`src/rtl/meta_info_uart_streamer_pkg.sv`:
```
// Shared definitions for the meta-info UART streamer.
//   state_t         : FSM encoding (IDLE, SETTLE, SAMPLE, TX_START, TX_DATA,
//                     TX_STOP, ADVANCE, FINISH) used by the top and by
//                     uart_tx_byte.
//   ASCII_* consts  : terminator and line-ending characters.
//   UART_DATA_BITS  : data bits per 8N1 frame.
//   cnt_width()     : counter width for a cycle count, never below 1 bit.
package meta_uart_pkg;

  typedef enum logic [2:0] {
    IDLE     = 3'd0,
    SETTLE   = 3'd1,
    SAMPLE   = 3'd2,
    TX_START = 3'd3,
    TX_DATA  = 3'd4,
    TX_STOP  = 3'd5,
    ADVANCE  = 3'd6,
    FINISH   = 3'd7
  } state_t;

  localparam logic [7:0] ASCII_NUL = 8'h00;
  localparam logic [7:0] ASCII_CR  = 8'h0D;
  localparam logic [7:0] ASCII_LF  = 8'h0A;

  localparam int UART_DATA_BITS = 8;

  // A count of n cycles needs $clog2(n) bits; n==1 still needs one bit.
  function automatic int cnt_width(input int n);
    return (n > 1) ? $clog2(n) : 1;
  endfunction

endpackage

```
`src/rtl/meta_info_uart_streamer_if.sv`:
```
// Bus bundle between the streamer, its requester and the character ROM.
//   start, proj_sel          : message request (requester -> streamer)
//   chr                      : ROM data for the current address (ROM -> streamer)
//   proj_idx, chr_idx        : ROM address (streamer -> ROM)
//   tx                       : UART serial line, idle high
//   busy, done, char_count   : message status
// modport master : requester/ROM side.  modport slave : the streamer.
interface meta_info_uart_streamer_if;
  logic       start;
  logic [5:0] proj_sel;
  logic [7:0] chr;
  logic [5:0] proj_idx;
  logic [5:0] chr_idx;
  logic       tx;
  logic       busy;
  logic       done;
  logic [5:0] char_count;

  modport master (
    output start, proj_sel, chr,
    input  proj_idx, chr_idx, tx, busy, done, char_count
  );

  modport slave (
    input  start, proj_sel, chr,
    output proj_idx, chr_idx, tx, busy, done, char_count
  );
endinterface

```
`src/rtl/meta_info_uart_streamer_uart_tx_byte.sv`:
```
// uart_tx_byte: 8N1 serializer for one byte.
//   clock  : system clock, rising edge
//   reset  : synchronous, active low; line returns high on the next edge
//   load   : accepted only while ready is high; captures data
//   data   : byte to send, LSB first
//   tx     : registered serial output, idle high
//   ready  : high when no frame is in flight
// Each of start, 8 data and stop bits is held for CLKS_PER_BIT cycles.
module uart_tx_byte
  import meta_uart_pkg::*;
#(
  parameter int CLKS_PER_BIT = 16
) (
  input  logic       clock,
  input  logic       reset,
  input  logic       load,
  input  logic [7:0] data,
  output logic       tx,
  output logic       ready
);

  localparam int              BW        = cnt_width(CLKS_PER_BIT);
  localparam logic [BW-1:0]   BIT_LAST  = BW'(CLKS_PER_BIT - 1);
  localparam logic [BW-1:0]   BIT_ONE   = BW'(1'b1);
  localparam logic [2:0]      DATA_LAST = 3'(UART_DATA_BITS - 1);

  state_t          state_r, state_s;
  logic [BW-1:0]   bit_cnt_r, bit_cnt_s;
  logic [2:0]      bit_idx_r, bit_idx_s;
  logic [7:0]      shift_r, shift_s;
  logic            tx_r, tx_s;
  logic            ready_r, ready_s;
  logic            bit_end_s;

  // Next-state and next-output logic for the frame sequencer.
  always_comb begin
    state_s   = state_r;
    bit_cnt_s = bit_cnt_r;
    bit_idx_s = bit_idx_r;
    shift_s   = shift_r;
    tx_s      = tx_r;
    ready_s   = ready_r;
    bit_end_s = (bit_cnt_r == BIT_LAST);

    case (state_r)
      IDLE: begin
        if (load) begin
          shift_s   = data;
          tx_s      = 1'b0;
          bit_cnt_s = {BW{1'b0}};
          ready_s   = 1'b0;
          state_s   = TX_START;
        end else begin
          tx_s    = 1'b1;
          ready_s = 1'b1;
        end
      end
      TX_START: begin
        if (bit_end_s) begin
          bit_cnt_s = {BW{1'b0}};
          bit_idx_s = 3'd0;
          tx_s      = shift_r[0];
          shift_s   = {1'b0, shift_r[7:1]};
          state_s   = TX_DATA;
        end else begin
          bit_cnt_s = bit_cnt_r + BIT_ONE;
        end
      end
      TX_DATA: begin
        if (bit_end_s) begin
          bit_cnt_s = {BW{1'b0}};
          if (bit_idx_r == DATA_LAST) begin
            tx_s    = 1'b1;
            state_s = TX_STOP;
          end else begin
            tx_s      = shift_r[0];
            shift_s   = {1'b0, shift_r[7:1]};
            bit_idx_s = bit_idx_r + 3'd1;
          end
        end else begin
          bit_cnt_s = bit_cnt_r + BIT_ONE;
        end
      end
      TX_STOP: begin
        if (bit_end_s) begin
          bit_cnt_s = {BW{1'b0}};
          ready_s   = 1'b1;
          state_s   = IDLE;
        end else begin
          bit_cnt_s = bit_cnt_r + BIT_ONE;
        end
      end
      default: begin
        tx_s    = 1'b1;
        ready_s = 1'b1;
        state_s = IDLE;
      end
    endcase
  end

  // Sequencer registers; reset drops any frame in flight.
  always_ff @(posedge clock) begin
    if (!reset) begin
      state_r   <= IDLE;
      bit_cnt_r <= {BW{1'b0}};
      bit_idx_r <= 3'd0;
      shift_r   <= 8'h00;
      tx_r      <= 1'b1;
      ready_r   <= 1'b1;
    end else begin
      state_r   <= state_s;
      bit_cnt_r <= bit_cnt_s;
      bit_idx_r <= bit_idx_s;
      shift_r   <= shift_s;
      tx_r      <= tx_s;
      ready_r   <= ready_s;
    end
  end

  assign tx    = tx_r;
  assign ready = ready_r;

endmodule

```
`src/rtl/meta_info_uart_streamer.sv`:
```
// meta_info_uart_streamer: walks a NUL-terminated string out of the
// meta-info character ROM and sends it on an 8N1 UART line.
//   clock  : system clock, rising edge
//   reset  : synchronous, active low; aborts any message immediately
//   bus    : meta_info_uart_streamer_if.slave
//            start/proj_sel request, chr from ROM, proj_idx/chr_idx to ROM,
//            tx line, busy, done pulse, char_count
// Optional: define META_UART_CRLF_EN to append CR LF after every message
// (including empty ones); char_count never counts them.
module meta_info_uart_streamer
  import meta_uart_pkg::*;
#(
  parameter int CLKS_PER_BIT  = 16,
  parameter int SETTLE_CYCLES = 8,
  parameter int MAX_CHARS     = 63
) (
  input logic                         clock,
  input logic                         reset,
  meta_info_uart_streamer_if.slave    bus
);

  localparam int            SW          = cnt_width(SETTLE_CYCLES);
  localparam logic [SW-1:0] SETTLE_LOAD = SW'(SETTLE_CYCLES - 1);
  localparam logic [SW-1:0] SETTLE_ONE  = SW'(1'b1);
  localparam logic [5:0]    MAX_COUNT   = 6'(MAX_CHARS);

  state_t        state_r, state_s;
  logic [SW-1:0] settle_r, settle_s;
  logic [5:0]    proj_r, proj_s;
  logic [5:0]    chr_idx_r, chr_idx_s;
  logic [5:0]    char_count_r, char_count_s;
  logic          busy_r, busy_s;
  logic          done_r, done_s;
  logic          load_s;
  logic [7:0]    load_data_s;
  logic          ready_s;
  logic          tx_s;
`ifdef META_UART_CRLF_EN
  logic          sfx_active_r, sfx_active_s;
  logic          sfx_idx_r, sfx_idx_s;
`endif

  uart_tx_byte #(
    .CLKS_PER_BIT (CLKS_PER_BIT)
  ) u_tx (
    .clock (clock),
    .reset (reset),
    .load  (load_s),
    .data  (load_data_s),
    .tx    (tx_s),
    .ready (ready_s)
  );

  // Message walker: next-state, address and status logic.
  always_comb begin
    state_s      = state_r;
    settle_s     = settle_r;
    proj_s       = proj_r;
    chr_idx_s    = chr_idx_r;
    char_count_s = char_count_r;
    busy_s       = busy_r;
    done_s       = 1'b0;
    load_s       = 1'b0;
    load_data_s  = bus.chr;
`ifdef META_UART_CRLF_EN
    sfx_active_s = sfx_active_r;
    sfx_idx_s    = sfx_idx_r;
`endif

    case (state_r)
      IDLE: begin
        if (bus.start) begin
          proj_s       = bus.proj_sel;
          chr_idx_s    = 6'd0;
          char_count_s = 6'd0;
          busy_s       = 1'b1;
          settle_s     = SETTLE_LOAD;
          state_s      = SETTLE;
`ifdef META_UART_CRLF_EN
          sfx_active_s = 1'b0;
          sfx_idx_s    = 1'b0;
`endif
        end else begin
          state_s = IDLE;
        end
      end
      SETTLE: begin
        if (settle_r == {SW{1'b0}}) begin
          state_s = SAMPLE;
        end else begin
          settle_s = settle_r - SETTLE_ONE;
        end
      end
      SAMPLE: begin
        if ((bus.chr == ASCII_NUL) || (char_count_r == MAX_COUNT)) begin
`ifdef META_UART_CRLF_EN
          load_s       = 1'b1;
          load_data_s  = ASCII_CR;
          sfx_active_s = 1'b1;
          sfx_idx_s    = 1'b0;
          state_s      = TX_START;
`else
          state_s = FINISH;
`endif
        end else begin
          load_s      = 1'b1;
          load_data_s = bus.chr;
          state_s     = TX_START;
        end
      end
      // The serializer sequences start/data/stop itself; this state just
      // waits for it to report the frame finished.
      TX_START: begin
        if (ready_s) begin
`ifdef META_UART_CRLF_EN
          if (sfx_active_r) begin
            if (sfx_idx_r == 1'b0) begin
              load_s      = 1'b1;
              load_data_s = ASCII_LF;
              sfx_idx_s   = 1'b1;
            end else begin
              state_s = FINISH;
            end
          end else begin
            char_count_s = char_count_r + 6'd1;
            state_s      = ADVANCE;
          end
`else
          char_count_s = char_count_r + 6'd1;
          state_s      = ADVANCE;
`endif
        end else begin
          state_s = TX_START;
        end
      end
      ADVANCE: begin
        // Cannot wrap: SAMPLE stops at MAX_CHARS <= 63 first.
        chr_idx_s = chr_idx_r + 6'd1;
        settle_s  = SETTLE_LOAD;
        state_s   = SETTLE;
      end
      FINISH: begin
        done_s  = 1'b1;
        busy_s  = 1'b0;
        state_s = IDLE;
      end
      default: begin
        busy_s  = 1'b0;
        state_s = IDLE;
      end
    endcase
  end

  // Walker registers; done is registered so it pulses the cycle after FINISH.
  always_ff @(posedge clock) begin
    if (!reset) begin
      state_r      <= IDLE;
      settle_r     <= {SW{1'b0}};
      proj_r       <= 6'd0;
      chr_idx_r    <= 6'd0;
      char_count_r <= 6'd0;
      busy_r       <= 1'b0;
      done_r       <= 1'b0;
`ifdef META_UART_CRLF_EN
      sfx_active_r <= 1'b0;
      sfx_idx_r    <= 1'b0;
`endif
    end else begin
      state_r      <= state_s;
      settle_r     <= settle_s;
      proj_r       <= proj_s;
      chr_idx_r    <= chr_idx_s;
      char_count_r <= char_count_s;
      busy_r       <= busy_s;
      done_r       <= done_s;
`ifdef META_UART_CRLF_EN
      sfx_active_r <= sfx_active_s;
      sfx_idx_r    <= sfx_idx_s;
`endif
    end
  end

  assign bus.proj_idx   = proj_r;
  assign bus.chr_idx    = chr_idx_r;
  assign bus.tx         = tx_s;
  assign bus.busy       = busy_r;
  assign bus.done       = done_r;
  assign bus.char_count = char_count_r;

endmodule

```
`src/flat_wrapper.sv`:
```
// flat-port wrapper written by rule: the top's interface ports become plain ports
module meta_info_uart_streamer_flat import meta_uart_pkg::*;
#(
  parameter int CLKS_PER_BIT  = 16,
  parameter int SETTLE_CYCLES = 8,
  parameter int MAX_CHARS     = 63
)
  (clock, reset, bus_start, bus_proj_sel, bus_chr, bus_proj_idx, bus_chr_idx, bus_tx, bus_busy, bus_done, bus_char_count);
  meta_info_uart_streamer_if bus_i ();
  input logic clock;
  input logic reset;
  input wire logic [$bits(bus_i.start)-1:0] bus_start;
  input wire logic [$bits(bus_i.proj_sel)-1:0] bus_proj_sel;
  input wire logic [$bits(bus_i.chr)-1:0] bus_chr;
  output wire logic [$bits(bus_i.proj_idx)-1:0] bus_proj_idx;
  output wire logic [$bits(bus_i.chr_idx)-1:0] bus_chr_idx;
  output wire logic [$bits(bus_i.tx)-1:0] bus_tx;
  output wire logic [$bits(bus_i.busy)-1:0] bus_busy;
  output wire logic [$bits(bus_i.done)-1:0] bus_done;
  output wire logic [$bits(bus_i.char_count)-1:0] bus_char_count;
  assign bus_i.start = bus_start;
  assign bus_i.proj_sel = bus_proj_sel;
  assign bus_i.chr = bus_chr;
  assign bus_proj_idx = bus_i.proj_idx;
  assign bus_chr_idx = bus_i.chr_idx;
  assign bus_tx = bus_i.tx;
  assign bus_busy = bus_i.busy;
  assign bus_done = bus_i.done;
  assign bus_char_count = bus_i.char_count;
  meta_info_uart_streamer #(.CLKS_PER_BIT(CLKS_PER_BIT), .SETTLE_CYCLES(SETTLE_CYCLES), .MAX_CHARS(MAX_CHARS)) u_core (.clock(clock), .reset(reset), .bus(bus_i));
endmodule
```
`config.mk`:
```
export PLATFORM = sky130hd
export DESIGN_NAME = meta_info_uart_streamer_flat
export DESIGN_NICKNAME = d
export VERILOG_FILES = /design/src/rtl/meta_info_uart_streamer_pkg.sv /design/src/rtl/meta_info_uart_streamer_if.sv /design/src/rtl/meta_info_uart_streamer_uart_tx_byte.sv /design/src/rtl/meta_info_uart_streamer.sv /design/src/flat_wrapper.sv
export SDC_FILE = /design/constraint.sdc
export NUM_CORES = 1
export LEC_CHECK = 0
export BUFFER_PORTS_ARGS = -buffer_cell sky130_fd_sc_hd__buf_2
export CAP_MARGIN = 0
export CORE_MARGIN = 3
export CORE_UTILIZATION = 45
export CTS_CLUSTER_DIAMETER = 80
export DETAILED_ROUTE_END_ITERATION = 16
export PLACE_DENSITY_LB_ADDON = 0.12
export SYNTH_ARGS = -nofsm -noshare
export SYNTH_HDL_FRONTEND = slang
export SYNTH_SLANG_ARGS = --single-unit
```
`constraint.sdc`:
```
create_clock -name clock -period 2.6 [get_ports clock]
set_clock_uncertainty 0.05 [all_clocks]
set_input_delay 0 -clock clock [delete_from_list [all_inputs] [get_ports clock]]
set_output_delay 0 -clock clock [all_outputs]
set_load 0.01 [all_outputs]
```
Word level (Yosys, flattened, before mapping)
Index checks and enable logic that the tools add are counted.
{ "word_totals": {"in_bits": 17, "out_inout_bits": 21, "regBits": 46} }
{ "op_classes": {"n_addsub": 5, "n_eq_ne": 21, "bitwise": 3, "n_mux": 41, "reduce_logical": 25} }
{ "op_table": {"columns": ["op", "n"], "rows": [
  ["3-bit two-way mux", 12],
  ["8-bit two-way mux", 4],
  ["6-bit one-hot mux with 2 select lines", 2],
  ["8-bit one-hot mux with 3 select lines", 1],
  ["2-bit != test (second input constant)", 8],
  ["3-bit equality test (second input constant)", 5],
  ["3-bit one-hot mux with 5 select lines", 1],
  ["6-bit by 1-bit adder with 6-bit output (second input constant)", 2],
  ["6-bit two-way mux", 2],
  ["3-bit one-hot mux with 4 select lines", 1],
  ["1-bit two-way mux", 10],
  ["2-bit AND reduction", 5],
  ["5-bit AND reduction", 2],
  ["3-bit by 2-bit equality test with 1-bit output (second input constant)", 3],
  ["3-bit logical NOT", 3],
  ["3-bit one-hot mux with 3 select lines", 1],
  ["3-bit AND reduction", 3],
  ["8-bit logical NOT", 1],
  ["4-bit two-way mux", 2],
  ["4-bit one-hot mux with 2 select lines", 1],
  ["2-bit nonzero test", 4],
  ["6-bit equality test (second input constant)", 1],
  ["3-bit one-hot mux with 2 select lines", 1],
  ["3-bit nonzero test", 2],
  ["other kinds (15)", 18]
]} }

Longest topological paths before layout
{ "logic_depth": {"depth_word": 6, "mapped_depth": 7} }

Modules after synthesis
A second synthesis with hierarchy kept.
{ "hier_totals": {"cells_unflattened": 262, "hier_area_um2": 2427.3} }
{ "modules_own_cells": {"columns": ["mod", "n_inst", "seq_area_each_um2", "cells_each", "area_per_inst_um2"], "rows": [
  ["meta_info_uart_streamer", 1, 520.5, 137, 1265.0],
  ["uart_tx_byte", 1, 400.4, 125, 1162.4]
]} }

Worst setup path before layout
OpenSTA, ideal clock, no wires.
{ "synth_timing": {"path_kind": "register -> register", "startpoint": "reg u_core.u_tx.bit_idx_r[0]", "endpoint": "reg u_core.u_tx.shift_r[7]", "stages_incl_launch_ff": 8, "t_arrival_ns": 1.580, "n_path_buf": 1, "setup_time_ns": 0.116, "path_slack_ns": 0.855, "path_cell_list": "dfxtp_1 ha_1 ha_1 a211oi_1 o2bb2ai_1 a211o_1 buf_6 a31o_1"} }
{ "synth_between": {"elab_chain_len": 3} }
{ "synth_lines": {"columns": ["element", "line", "source"], "rows": [
  ["start: declaration", "meta_info_uart_streamer_uart_tx_byte.sv:29", "logic [2:0] bit_idx_r, bit_idx_s;"],
  ["start signal: assignment", "meta_info_uart_streamer_uart_tx_byte.sv:113", "bit_idx_r <= bit_idx_s;"],
  ["3-bit equality test", "meta_info_uart_streamer_uart_tx_byte.sv:72", "if (bit_idx_r == DATA_LAST) begin"],
  ["2-bit != test (no line)", null, null],
  ["5-bit AND reduction (no line)", null, null],
  ["end signal: assignment", "meta_info_uart_streamer_uart_tx_byte.sv:114", "shift_r <= shift_s;"],
  ["end: declaration", "meta_info_uart_streamer_uart_tx_byte.sv:30", "logic [7:0] shift_r, shift_s;"]
]} }
No other way between the ends.
A chain may end at the register's enable or synchronous reset.

Worst setup path after layout
{ "layout_timing": {"startpoint": "reg u_core.u_tx.state_r[2]", "endpoint": "reg u_core.u_tx.shift_r[0]"} }
{ "layout_between": {"elab_chain_len": 3, "elab_cells_between_ends": 10, "classes_between": "6 x eq/ne; 1 x mux; 3 x reduce/logical"} }
{ "layout_lines": {"columns": ["element", "line", "source"], "rows": [
  ["start: declaration", "meta_info_uart_streamer_uart_tx_byte.sv:27", "state_t state_r, state_s;"],
  ["start signal: assignment", "meta_info_uart_streamer_uart_tx_byte.sv:111", "state_r <= state_s;"],
  ["3-bit equality test (tied with other cells)", "meta_info_uart_streamer_uart_tx_byte.sv:45", "case (state_r)"],
  ["2-bit != test (no line) (tied with other cells)", null, null],
  ["5-bit AND reduction (no line)", null, null]
]} }
Several ways; a longest one is shown, not always the timed one.

==> reports/qor.yml <==
run_status:
  outcome: "finished, final reports clean"
finish:
  fillCellCount: 517
  final_common_cell: "dfxtp_1"
  final_core_util_pct: 54.4
  layout.nets: 332
  syn_to_final_growth_pct: 15.9
  layout_common_cells: "46 x dfxtp_1, 37 x buf_2, 35 x nand2_1"
  final_cells: 379
  seqCellArea_um2: 921
  stdcell_area_mm2: 0.00280
  antennaDiodeCount: 0
  multiInputGateArea_mm2: 0.00137
  drive_gt1_share_pct: 16.2
sta:
  drv_slew: 0
  holdWs_ps: 44.5
  fmax_ghz: 0.489
  post-route-period-util_pct: 78.7
  tightest_slew_ps: 488
  finalHoldViolCount: 0
  fin_crit_ps: 2050
  slew_headroom_pct: 67.5
  tns_ps: 0
  setup_viol: 0
  rsz0062_at_grt: "no"
routing:
  drtPass1Iterations: 4
  ant_nets: 0
  drt-total-wl_um: 5220
  vias: 2075
  drc: 0
  drt_iter0_markers: 148
  routed_via_density: 5.47
  wl_per_cell_um: 13.8
die:
  ios: 38
  start_util_pct: 46.9
  die_x_um: 79.2
  dieArea_mm2: 0.00627
  die_h_um: 79.2
  rows: 26
  coreArea_mm2: 0.00514
setup_path:
  slowest_delay_ps: 610
  start_kind: "register"
  critPathTopFamily: "simple AND/OR/NAND/NOR gates"
  reg2reg_from: "u_core.u_tx.state_r[2]$_SDFFE_PN0P_"
  crit_slowest_cell: "or3b_1"
  critical_path.cell_chain: "or3b_1, a21oi_1, a211o_1, mux2i_1"
  rr_worst_depth: 4
  path_depth: 4
  cp.required_ps: 2770
  cp-startpoint: "u_core.u_tx.state_r[2]$_SDFFE_PN0P_"
  cp-endpoint: "u_core.u_tx.shift_r[0]$_SDFFE_PN0P_"
  path_class: "reg2reg"
  cp_max_fo: 18
  rrSetupSlack_ps: 550
  reg2reg_to: "u_core.u_tx.shift_r[0]$_SDFFE_PN0P_"
  worstSetupEndpointType: "register"
  worstPathArrival_ps: 2220
  path_buf_inv: 0
yosys:
  synth_compound_area_share_pct: 21.9
  synth_top_family_by_area: "simple AND/OR/NAND/NOR gates"
  synth_adder_area_share_pct: 3.63
  synth_top_cell_by_area: "dfxtp_1"
  synth.area.mux_share_pct: 4.57
  ys_types: 54
  synth-seq-area-share_pct: 38.2
  async_flop_share_pct: 0
  synth-simple-area-share_pct: 24.6
  synth_xor_area_share_pct: 2.18
  syn_area_mm2: 0.00241
  synthFlopType: "dfxtp_1"
  syn_nets: 301
  ys_ff_latch: 46
  syn-instance-count: 277
  synth_top_cells_by_area: "dfxtp_1 38%, a21boi_0 5.9%, nand2_1 5.4%"
  synth_top_cell_area_share_pct: 38.2
  ys_warn_count: 0
  synth-edff-count: 0
  postSynthAreaPerCell_um2: 8.70
clocking:
  cts-root-buf: "clkbuf_8"
  cts_hold_buffers: 6
  clock-sinks: 46
  h-tree-depth: 2
  clock_latency_ps: 300
  cts_max_path_buffers: 2
  cts_inserted_buffers: 5
  postCtsSetupBuffers: 0
  path_clk_slew_ps: 80
  cts_resized: 0
  cts_tree: "yes"
placed_design:
  portBuffers: 37
  dp.cells: 365
  postPlaceCellArea_mm2: 0.00259
  gp_congestion: 0.794
  place_hpwl_um: 3600
power:
  ir_drop_uv: 294
  swShare_pct: 26.8
  pwr-share-clk_pct: 35.3
  p_leak_nw: 1.18
  power_density_mw_per_mm2: 658
  internal-power_w: 0.00135
  p_switching_w: 0.000492
  p_comb_share_pct: 19.0
  p_seq_share_pct: 45.7
worst_hold_path:
  hp-class: "in2reg"
  min_from: "reset"
grt:
  grt_pass1_vias: 1922
  antenna_found_initial: 0
  overflow: 0
  gr-usage-all-layers_pct: 17.8
  grt_start_max_net_pins: 28
  grt_pass1_wl_um: 9090
flow_run:
  maxCapViolCount: 0
worst register-to-register path: cells and delay by family (launching register included):
family          cells  cell delay (ps)
flops               1              490
compound gates      2              600
simple gates        1              610
mux                 1              230
synthesized netlist by cell type, types with 4 or more instances:
library cell / count
dfxtp_1: 46
nand3_1: 6
nand2b_1: 8
nand2_1: 35
a211oi_1: 5
buf_2: 10
mux2i_1: 11
nor2_1: 16
a21boi_0: 19
o21ai_0: 14
clkbuf_1: 9
nor2b_1: 5
o211ai_1: 4
ha_1: 7
xnor2_1: 4
a21oi_1: 11
and3_1: 11
sequential cells by signal, indices dropped and copies added (netlist names), 4 cells and up:
signal,count
u_core.bus.char_count,6
u_core.u_tx.shift_r,8
u_core.bus.proj_idx,6
u_core.u_tx.bit_cnt_r,4
u_core.bus.chr_idx,6
how the worst min path moves through the flow:
stage	cells past startpoint	endpoint
final	2	u_core.u_tx.ready$_SDFFE_PN1P_
after global routing	2	u_core.u_tx.ready$_SDFFE_PN1P_
after CTS	2	u_core.u_tx.ready$_SDFFE_PN1P_
after detailed placement	3	u_core.bus.proj_idx[2]$_SDFFE_PN0N_
after global placement	3	u_core.bus.proj_idx[4]$_SDFFE_PN0N_
after floorplan	2	u_core.bus.proj_idx[1]$_SDFFE_PN0N_
logic make-up after synthesis:
logic type | after synthesis
compound gates | 74
xor+xnor | 6
fa+ha+maj | 7
buf+inv | 24
flops | 46
mux | 11
simple gates | 109
cell type report:
class / count / share of cell area, %
clock inverter: 2 / 2.15
multi-input combinational: 207 / 49.1
inverter: 3 / 0.403
clock buffer: 6 / 2.95
sequential: 46 / 32.9
tap: 70 / 3.13
timing repair buffer: 45 / 9.31
routing by layer:
| metal | global-route usage, % | wire (um) | vias to the layer above |
|---|---|---|---|
| met1 | 25.0 | 2610 | 972 |
| met4 | 5.33 | 47 | 0 |
| met2 | 27.9 | 2320 | 44 |
| met5 | 0 | 0 | - |
| met3 | 3.06 | 248 | 4 |
| li1 | - | - | 1055 |
stage by stage:
step	power, W	worst slack (ps)
finish	0.00184	555
detailed placement	0.00120	570
CTS	0.00186	534
global route	0.00194	373
global placement	0.00119	627
floorplan	0.00113	855
power groups by stage:
stage / logic (W) / clock network [W] / registers, W
floorplan: 0.000296 / 0 / 0.000830
global placement: 0.000342 / 0 / 0.000852
detailed placement: 0.000345 / 0 / 0.000855
CTS: 0.000354 / 0.000664 / 0.000839
global route: 0.000394 / 0.000690 / 0.000856
finish: 0.000349 / 0.000649 / 0.000840
(Power assumes the default switching activity.)
